$ cat config.mk
export PLATFORM = sky130hd
export DESIGN_NAME = score_display_driver_flat
export DESIGN_NICKNAME = d
export VERILOG_FILES = /design/src/rtl/score_display_driver_if.sv /design/src/rtl/score_display_driver.sv /design/src/flat_wrapper.sv
export SDC_FILE = /design/constraint.sdc
export NUM_CORES = 1
export LEC_CHECK = 0
export BUFFER_PORTS_ARGS = -buffer_cell sky130_fd_sc_hd__buf_2
export CAP_MARGIN = 5
export CORE_UTILIZATION = 50
export DETAILED_ROUTE_END_ITERATION = 7
export HOLD_SLACK_MARGIN = 0.02
export PLACE_DENSITY = 0.77
export SKIP_LAST_GASP = 1
export SYNTH_ARGS = -nofsm -noshare
export SYNTH_HDL_FRONTEND = slang
export SYNTH_SLANG_ARGS = --single-unit
$ cat constraint.sdc
create_clock -name clk -period 1.7 [get_ports clk]
set_clock_uncertainty 0.05 [all_clocks]
set_input_delay 0.17 -clock clk [delete_from_list [all_inputs] [get_ports clk]]
set_output_delay 0.17 -clock clk [all_outputs]
set_load 0.02 [all_outputs]
$ cat src/rtl/score_display_driver_if.sv
// Bundle between the game FSM (master) and the score display driver (slave).
// Carries the score update request, banner select, and the active-low segment outputs.
interface score_display_driver_if #(
  parameter int NUM_HANDS = 2,
  parameter int SCORE_W   = 5,
  parameter int DIGITS    = 2
);
  logic                          update;
  logic [NUM_HANDS*SCORE_W-1:0]  scores;
  logic [2:0]                    msg_code;
  logic                          msg_blink;
  logic                          busy;
  logic                          done;
  logic [NUM_HANDS*DIGITS*7-1:0] hand_segs;
  logic [27:0]                   msg_segs;

  modport master (
    output update, scores, msg_code, msg_blink,
    input  busy, done, hand_segs, msg_segs
  );

  modport slave (
    input  update, scores, msg_code, msg_blink,
    output busy, done, hand_segs, msg_segs
  );
endinterface

$ cat src/rtl/score_display_driver.sv
// Registered 7-seg driver: shared double-dabble engine, done NUM_HANDS*(SCORE_W+2)+1 cycles after update.
// Banner has 1-cycle latency; updates while busy collapse into a single restart (no backpressure).
module score_display_driver #(
  parameter int NUM_HANDS = 2,
  parameter int SCORE_W   = 5,
  parameter int DIGITS    = 2,
  parameter int BLANK_LZ  = 1,
  parameter int BLINK_DIV = 12500000
) (
  input  logic                  clk,
  input  logic                  rst_n,
  score_display_driver_if.slave io_disp
);
  // Nibble count of the BCD engine: ceil(SCORE_W*log10(2)+1), never narrower than DIGITS.
  localparam int NB_CALC = (SCORE_W * 30103 + 99999) / 100000 + 1;
  localparam int NB      = (NB_CALC > DIGITS) ? NB_CALC : DIGITS;
  localparam int CH_W    = (NUM_HANDS > 1) ? $clog2(NUM_HANDS) : 1;
  localparam int SC_W    = $clog2(SCORE_W + 1);
  localparam int BK_W    = (BLINK_DIV > 1) ? $clog2(BLINK_DIV) : 1;
  localparam int HS_W    = DIGITS * 7;

  localparam logic [6:0] G_BLANK = 7'h7F;
  localparam logic [6:0] G_DASH  = 7'h3F;

  typedef enum logic [2:0] {S_IDLE, S_LOAD, S_SHIFT, S_STORE, S_FINISH} state_t;

  function automatic logic [6:0] digit_glyph(input logic [3:0] n);
    case (n)
      4'd0:    digit_glyph = 7'h40;
      4'd1:    digit_glyph = 7'h79;
      4'd2:    digit_glyph = 7'h24;
      4'd3:    digit_glyph = 7'h30;
      4'd4:    digit_glyph = 7'h19;
      4'd5:    digit_glyph = 7'h12;
      4'd6:    digit_glyph = 7'h02;
      4'd7:    digit_glyph = 7'h78;
      4'd8:    digit_glyph = 7'h00;
      4'd9:    digit_glyph = 7'h10;
      default: digit_glyph = G_BLANK;
    endcase
  endfunction

  function automatic logic [27:0] banner(input logic [2:0] c);
    case (c)
      3'd1:    banner = {7'h21, 7'h06, 7'h08, 7'h47}; // dEAL
      3'd2:    banner = {7'h0C, 7'h47, 7'h08, 7'h11}; // PLAY
      3'd3:    banner = {7'h41, 7'h41, 7'h79, 7'h2B}; // UUIn
      3'd4:    banner = {7'h47, 7'h40, 7'h12, 7'h06}; // LOSE
      3'd5:    banner = {7'h0C, 7'h41, 7'h12, 7'h09}; // PUSH
      3'd6:    banner = {7'h03, 7'h61, G_BLANK, G_BLANK}; // bJ
      3'd7:    banner = {7'h03, 7'h41, 7'h12, 7'h07}; // bUSt
      default: banner = {4{G_BLANK}};
    endcase
  endfunction

  function automatic logic [HS_W-1:0] reset_hand();
    for (int d = 0; d < DIGITS; d++)
      reset_hand[7*d +: 7] = (d == 0 || BLANK_LZ == 0) ? 7'h40 : G_BLANK;
  endfunction

  function automatic logic [HS_W-1:0] encode_hand(input logic [4*NB-1:0] bcd);
    logic ovf;
    logic lead;
    ovf  = 1'b0;
    lead = 1'b1;
    encode_hand = '0;
    for (int k = DIGITS; k < NB; k++)
      if (bcd[4*k +: 4] != 4'd0) ovf = 1'b1;
    for (int d = DIGITS - 1; d >= 0; d--) begin
      lead = lead && (bcd[4*d +: 4] == 4'd0);
      if (ovf)
        encode_hand[7*d +: 7] = G_DASH;
      else if (BLANK_LZ != 0 && lead && d != 0)
        encode_hand[7*d +: 7] = G_BLANK;
      else
        encode_hand[7*d +: 7] = digit_glyph(bcd[4*d +: 4]);
    end
  endfunction

  localparam logic [HS_W-1:0] HAND_RST = reset_hand();

  state_t                        r_state;
  state_t                        w_next_state;
  logic [NUM_HANDS*SCORE_W-1:0]  r_shadow;
  logic [CH_W-1:0]               r_ch;
  logic [SC_W-1:0]               r_cnt;
  logic [SCORE_W-1:0]            r_sh;
  logic [4*NB-1:0]               r_bcd;
  logic [4*NB-1:0]               w_bcd_adj;
  logic [HS_W-1:0]               w_enc;
  logic [NUM_HANDS*HS_W-1:0]     r_stage;
  logic [NUM_HANDS*HS_W-1:0]     r_hand_segs;
  logic                          r_busy;
  logic                          r_done;
  logic                          r_pending;
  logic [2:0]                    r_code;
  logic [BK_W-1:0]               r_blink_cnt;
  logic                          r_phase;

  logic w_capture, w_load, w_shift, w_store, w_finish;
  logic w_last_ch, w_last_bit;

  assign w_last_ch  = (r_ch == CH_W'(NUM_HANDS - 1));
  assign w_last_bit = (r_cnt == SC_W'(SCORE_W - 1));

  always_ff @(posedge clk or negedge rst_n) begin
    if (!rst_n) r_state <= S_IDLE;
    else        r_state <= w_next_state;
  end

  always_comb begin
    w_next_state = r_state;
    case (r_state)
      S_IDLE:   if (io_disp.update) w_next_state = S_LOAD;
      S_LOAD:   w_next_state = S_SHIFT;
      S_SHIFT:  if (w_last_bit) w_next_state = S_STORE;
      S_STORE:  w_next_state = w_last_ch ? S_FINISH : S_LOAD;
      S_FINISH: w_next_state = (r_pending || io_disp.update) ? S_LOAD : S_IDLE;
      default:  w_next_state = S_IDLE;
    endcase
  end

  always_comb begin
    w_capture = 1'b0;
    w_load    = 1'b0;
    w_shift   = 1'b0;
    w_store   = 1'b0;
    w_finish  = 1'b0;
    case (r_state)
      S_IDLE:   w_capture = io_disp.update;
      S_LOAD:   w_load    = 1'b1;
      S_SHIFT:  w_shift   = 1'b1;
      S_STORE:  w_store   = 1'b1;
      S_FINISH: begin
        w_finish  = 1'b1;
        w_capture = r_pending | io_disp.update;
      end
      default: ;
    endcase
  end

  // Add-3 correction on every nibble >= 5 ahead of the shift.
  always_comb begin
    w_bcd_adj = r_bcd;
    for (int k = 0; k < NB; k++)
      if (r_bcd[4*k +: 4] >= 4'd5) w_bcd_adj[4*k +: 4] = r_bcd[4*k +: 4] + 4'd3;
  end

  assign w_enc = encode_hand(r_bcd);

  always_ff @(posedge clk or negedge rst_n) begin
    if (!rst_n) begin
      r_shadow    <= '0;
      r_ch        <= '0;
      r_cnt       <= '0;
      r_sh        <= '0;
      r_bcd       <= '0;
      r_stage     <= {NUM_HANDS{HAND_RST}};
      r_hand_segs <= {NUM_HANDS{HAND_RST}};
      r_busy      <= 1'b0;
      r_done      <= 1'b0;
      r_pending   <= 1'b0;
    end else begin
      r_done <= w_finish;
      if (w_capture) begin
        r_shadow <= io_disp.scores;
        r_ch     <= '0;
      end else if (w_store && !w_last_ch) begin
        r_ch <= r_ch + CH_W'(1);
      end
      if (w_load) begin
        r_bcd <= '0;
        r_sh  <= r_shadow[int'(r_ch)*SCORE_W +: SCORE_W];
        r_cnt <= '0;
      end else if (w_shift) begin
        {r_bcd, r_sh} <= {w_bcd_adj, r_sh} << 1;
        r_cnt         <= r_cnt + SC_W'(1);
      end
      if (w_store) r_stage[int'(r_ch)*HS_W +: HS_W] <= w_enc;
      // All hands flip together so the display never shows a half-updated board.
      if (w_finish) r_hand_segs <= r_stage;
      if (w_capture)     r_busy <= 1'b1;
      else if (w_finish) r_busy <= 1'b0;
      if (w_finish)                              r_pending <= 1'b0;
      else if (r_state != S_IDLE && io_disp.update) r_pending <= 1'b1;
    end
  end

  always_ff @(posedge clk or negedge rst_n) begin
    if (!rst_n) begin
      r_code      <= 3'd0;
      r_blink_cnt <= '0;
      r_phase     <= 1'b1;
    end else begin
      r_code <= io_disp.msg_code;
      if (!io_disp.msg_blink || io_disp.msg_code != r_code) begin
        r_blink_cnt <= '0;
        r_phase     <= 1'b1;
      end else if (r_blink_cnt == BK_W'(BLINK_DIV - 1)) begin
        r_blink_cnt <= '0;
        r_phase     <= ~r_phase;
      end else begin
        r_blink_cnt <= r_blink_cnt + BK_W'(1);
      end
    end
  end

  assign io_disp.busy      = r_busy;
  assign io_disp.done      = r_done;
  assign io_disp.hand_segs = r_hand_segs;
  assign io_disp.msg_segs  = r_phase ? banner(r_code) : {4{G_BLANK}};
endmodule
$ cat src/flat_wrapper.sv
// flat-port wrapper written by rule: the top's interface ports become plain ports
module score_display_driver_flat 
#(
  parameter int NUM_HANDS = 2,
  parameter int SCORE_W   = 5,
  parameter int DIGITS    = 2,
  parameter int BLANK_LZ  = 1,
  parameter int BLINK_DIV = 12500000
)
  (clk, rst_n, io_disp_update, io_disp_scores, io_disp_msg_code, io_disp_msg_blink, io_disp_busy, io_disp_done, io_disp_hand_segs, io_disp_msg_segs);
  score_display_driver_if #(.NUM_HANDS(NUM_HANDS), .SCORE_W(SCORE_W), .DIGITS(DIGITS)) io_disp_i ();
  input  logic clk;
  input  logic rst_n;
  input wire logic [$bits(io_disp_i.update)-1:0] io_disp_update;
  input wire logic [$bits(io_disp_i.scores)-1:0] io_disp_scores;
  input wire logic [$bits(io_disp_i.msg_code)-1:0] io_disp_msg_code;
  input wire logic [$bits(io_disp_i.msg_blink)-1:0] io_disp_msg_blink;
  output wire logic [$bits(io_disp_i.busy)-1:0] io_disp_busy;
  output wire logic [$bits(io_disp_i.done)-1:0] io_disp_done;
  output wire logic [$bits(io_disp_i.hand_segs)-1:0] io_disp_hand_segs;
  output wire logic [$bits(io_disp_i.msg_segs)-1:0] io_disp_msg_segs;
  assign io_disp_i.update = io_disp_update;
  assign io_disp_i.scores = io_disp_scores;
  assign io_disp_i.msg_code = io_disp_msg_code;
  assign io_disp_i.msg_blink = io_disp_msg_blink;
  assign io_disp_busy = io_disp_i.busy;
  assign io_disp_done = io_disp_i.done;
  assign io_disp_hand_segs = io_disp_i.hand_segs;
  assign io_disp_msg_segs = io_disp_i.msg_segs;
  score_display_driver #(.NUM_HANDS(NUM_HANDS), .SCORE_W(SCORE_W), .DIGITS(DIGITS), .BLANK_LZ(BLANK_LZ), .BLINK_DIV(BLINK_DIV)) u_core (.clk(clk), .rst_n(rst_n), .io_disp(io_disp_i));
endmodule
==> flow_summary.json <==
{
  "status": "complete, but fails checks",
  "violations": "design-rule violations, negative setup slack",
  "path_cells": "buf_6 -> xor2_1 -> o21ai_2 -> buf_4",
  "cts_buffer_depth": 2,
  "cpMaxStageDelayCell": "dfrtp_2",
  "htree_levels": 4,
  "drv_slew": 0,
  "antenna_found_initial": 0,
  "route.detailed.drc": 11,
  "rows": 39,
  "fp.dieH_um": 112,
  "holdCritPathClass": "in2reg",
  "ys_top_cells_by_area": "dfrtp_1 37%, dfstp_2 14%, mux2_2 8.4%, o21ai_0 5.1%, ha_1 3.5%",
  "antennaDiodeCount": 0,
  "avgRoutedWirePerCell_um": 17.2,
  "postSynthCellCount": 573,
  "synth_edf_count": 0,
  "tns_ns": -3.89,
  "cp.required_ns": 1.48,
  "finalSetupViolCount": 48,
  "crit_path_start_kind": "flop",
  "tightestPinTransition_ns": 0.621,
  "drt_iter0_drc": 352,
  "fin_crit_sh_pct": 113,
  "yosysTopAreaCell": "dfrtp_1",
  "finalWirelength_mm": 15.0,
  "via_per_inst": 5.68,
  "first_pass_iters": 8,
  "start_util_pct": 51.9,
  "worstPathArrival_ns": 1.70,
  "setup_ws_ns": -0.222,
  "num_vias": 4968,
  "syn_avg_cell_area_sq_um": 10.5,
  "clock_sinks": 121,
  "synth_ff_type": "dfrtp_1",
  "grt_overflow": 0,
  "hpwl_mm": 8.52,
  "crit_type": "reg2out",
  "power.density_mw_per_mm2": 1720,
  "ant_nets": 0,
  "globalplace.congestion": 0.799,
  "die_area_sq_mm": 0.0124,
  "yosysUniqueCellTypes": 54,
  "cellLeakagePower_uw": 0.00369,
  "slew_headroom_pct": 58.6,
  "finalCriticalPeriod_ns": 1.92,
  "hold_viol": 0,
  "path_max_fanout": 7,
  "synth-seq-cells": 121,
  "dp.cells": 790,
  "whs_ns": 0.226,
  "io_buffers": 74,
  "numCtsBuffers": 17,
  "synth.cell_area_sq_mm": 0.00600,
  "maxCapViolations": 0,
  "die_x_um": 112,
  "path_clk_slew_ns": 0.06,
  "io_pins": 75,
  "grt_pass1_wl_mm": 22.9,
  "vdd_drop_max_mv": 0.802,
  "drive_gt1_share_pct": 44.7,
  "final_cell_count_no_fill": 874,
  "track_usage_pct": 23.2,
  "first_global_vias": 4893,
  "syn-num-nets": 607,
  "worstSkewPairLatency_ns": 0.41,
  "core_area_sq_mm": 0.0116,
  "num-nets-final": 752,
  "synth_top_area_share_pct": 36.7,
  "area_growth_pct": 34.9,
  "async_flop_share_pct": 100,
  "crit_path_end_kind": "output pin",
  "fmax_mhz": 520,
  "root_buffer": "clkbuf_16",
  "slowest_delay_ns": 0.48,
  "place_ws_ns": -0.0696,
  "seq_area_frac_synth_pct": 51.1,
  "cts_tree": "yes",
  "grt_max_degree": 122,
  "rsz0062_at_grt": "yes",
  "synth-warning-count": 0
}
critical path: cells and delay by family, from the launching register on:
kind | cells | cell delay, ns
buf+inv | 2 | 0.38
flops | 1 | 0.48
xor+xnor | 1 | 0.16
compound gates | 1 | 0.26
cell families after synthesis:
family,Yosys count,share of synthesized area [%]
compound gates,143,14.2
xor+xnor,21,3.07
fa+ha+maj,17,3.54
buf+inv,57,4.48
flops,121,51.1
mux,48,8.95
simple gates,166,14.6
per-stage QoR:
stage | utilization (%) | cell area, sq um | total power [uW]
final | 70.0 | 8100 | 13900
after global routing | 70.0 | 8100 | 14800
after CTS | 66.2 | 7650 | 13600
after detailed placement | 57.7 | 6680 | 9760
after global placement | 57.7 | 6680 | 9520
after floorplan | - | 6030 | 8180
cell usage in the layout (no fill, tap or decap), types with 8 or more instances in the layout:
cell type       n
dfrtp_1        85
buf_4          68
nand2_1        53
buf_2          53
o21ai_0        49
mux2_2         44
dfstp_2        33
nor2_1         27
buf_6          25
a21oi_1        20
clkbuf_16      17
inv_1          16
ha_1           15
dlygate4sd3_1  15
a21oi_2        12
xnor2_1        11
nand2b_1       11
nand3_1        10
nor2b_1         8
xor2_1          8
cells in the mapped netlist (6+ instances only):
cell and count:
nand2b_1 11, xnor2_1 12, mux2_2 45, dfstp_2 33, inv_1 18, a22o_1 7
clkbuf_1 18, o31ai_1 6, ha_1 17, nand4_1 6, xor2_1 9, buf_2 8
o21ai_0 61, nor2b_1 12, dfrtp_1 88, nand3_1 11, a21boi_0 7, a21oi_1 29
or3_1 8, nor2_1 29, buf_4 8, nand2_1 56, o22ai_1 7
flip-flops by register name, indices dropped and copies added, names as in the netlist:
signal,flops
u_core.r_bcd,12
u_core.io_disp.done,1
u_core.r_code,3
u_core.r_stage,28
u_core.r_pending,1
u_core.r_cnt,3
u_core.r_sh,5
u_core.io_disp.hand_segs,28
u_core.r_phase,1
u_core.io_disp.busy,1
u_core.r_blink_cnt,24
u_core.r_shadow,10
u_core.r_ch,1
u_core.r_state,3
power breakdown:
part           leakage (uW)  internal [uW]  switching [uW]
registers           0.00150           4120             724
clock network      0.000271           2150            1330
logic               0.00191           2540            3080
total               0.00369           8810            5130
what timing repair did:
action                     CTS  global route
pin swaps                    4             8
gates resized for setup     49            84
setup endpoints to repair   46            80
buffers inserted            15            19
hold buffers                15             0
gates cloned                 0             3
hold endpoints to repair   102             0
area by class of cell:
class                      instances  area [sq um]
multi-input combinational        396          2950
timing repair buffer             163          1240
fill                             748          3470
clock inverter                    15           153
tap                              143           179
clock buffer                      17           425
sequential                       121          3070
inverter                          19          71.3
worst paths after layout:
check | cells after the start | to | slack (ns) | start
min in group asynchronous | 3 | u_core.io_disp.hand_segs[0]$_DFFE_PN0P_ | 0.36 | rst_n
min | 4 | u_core.r_phase$_DFFE_PN1P_ | 0.23 | io_disp_msg_blink
min reg2reg | 2 | u_core.r_stage[13]$_DFFE_PN1P_ | 0.42 | u_core.r_stage[13]$_DFFE_PN1P_
max | 4 | io_disp_msg_segs[12] | -0.22 | u_core.r_code[2]$_DFF_PN0_
max in group asynchronous | 3 | u_core.r_code[1]$_DFF_PN0_ | 0.76 | rst_n
max reg2reg | 6 | u_core.r_blink_cnt[9]$_DFF_PN0_ | -0.04 | u_core.r_blink_cnt[6]$_DFF_PN0_
routing by layer:
layer  wire [um]  GRT usage [%]  share of wire (%)
met1        6260           28.2                 42
met2        7930           40.2                 53
met3         620           5.39                4.1
met4         227           8.92                1.5
met5           0              0                  0
(Power assumes the default switching activity.)
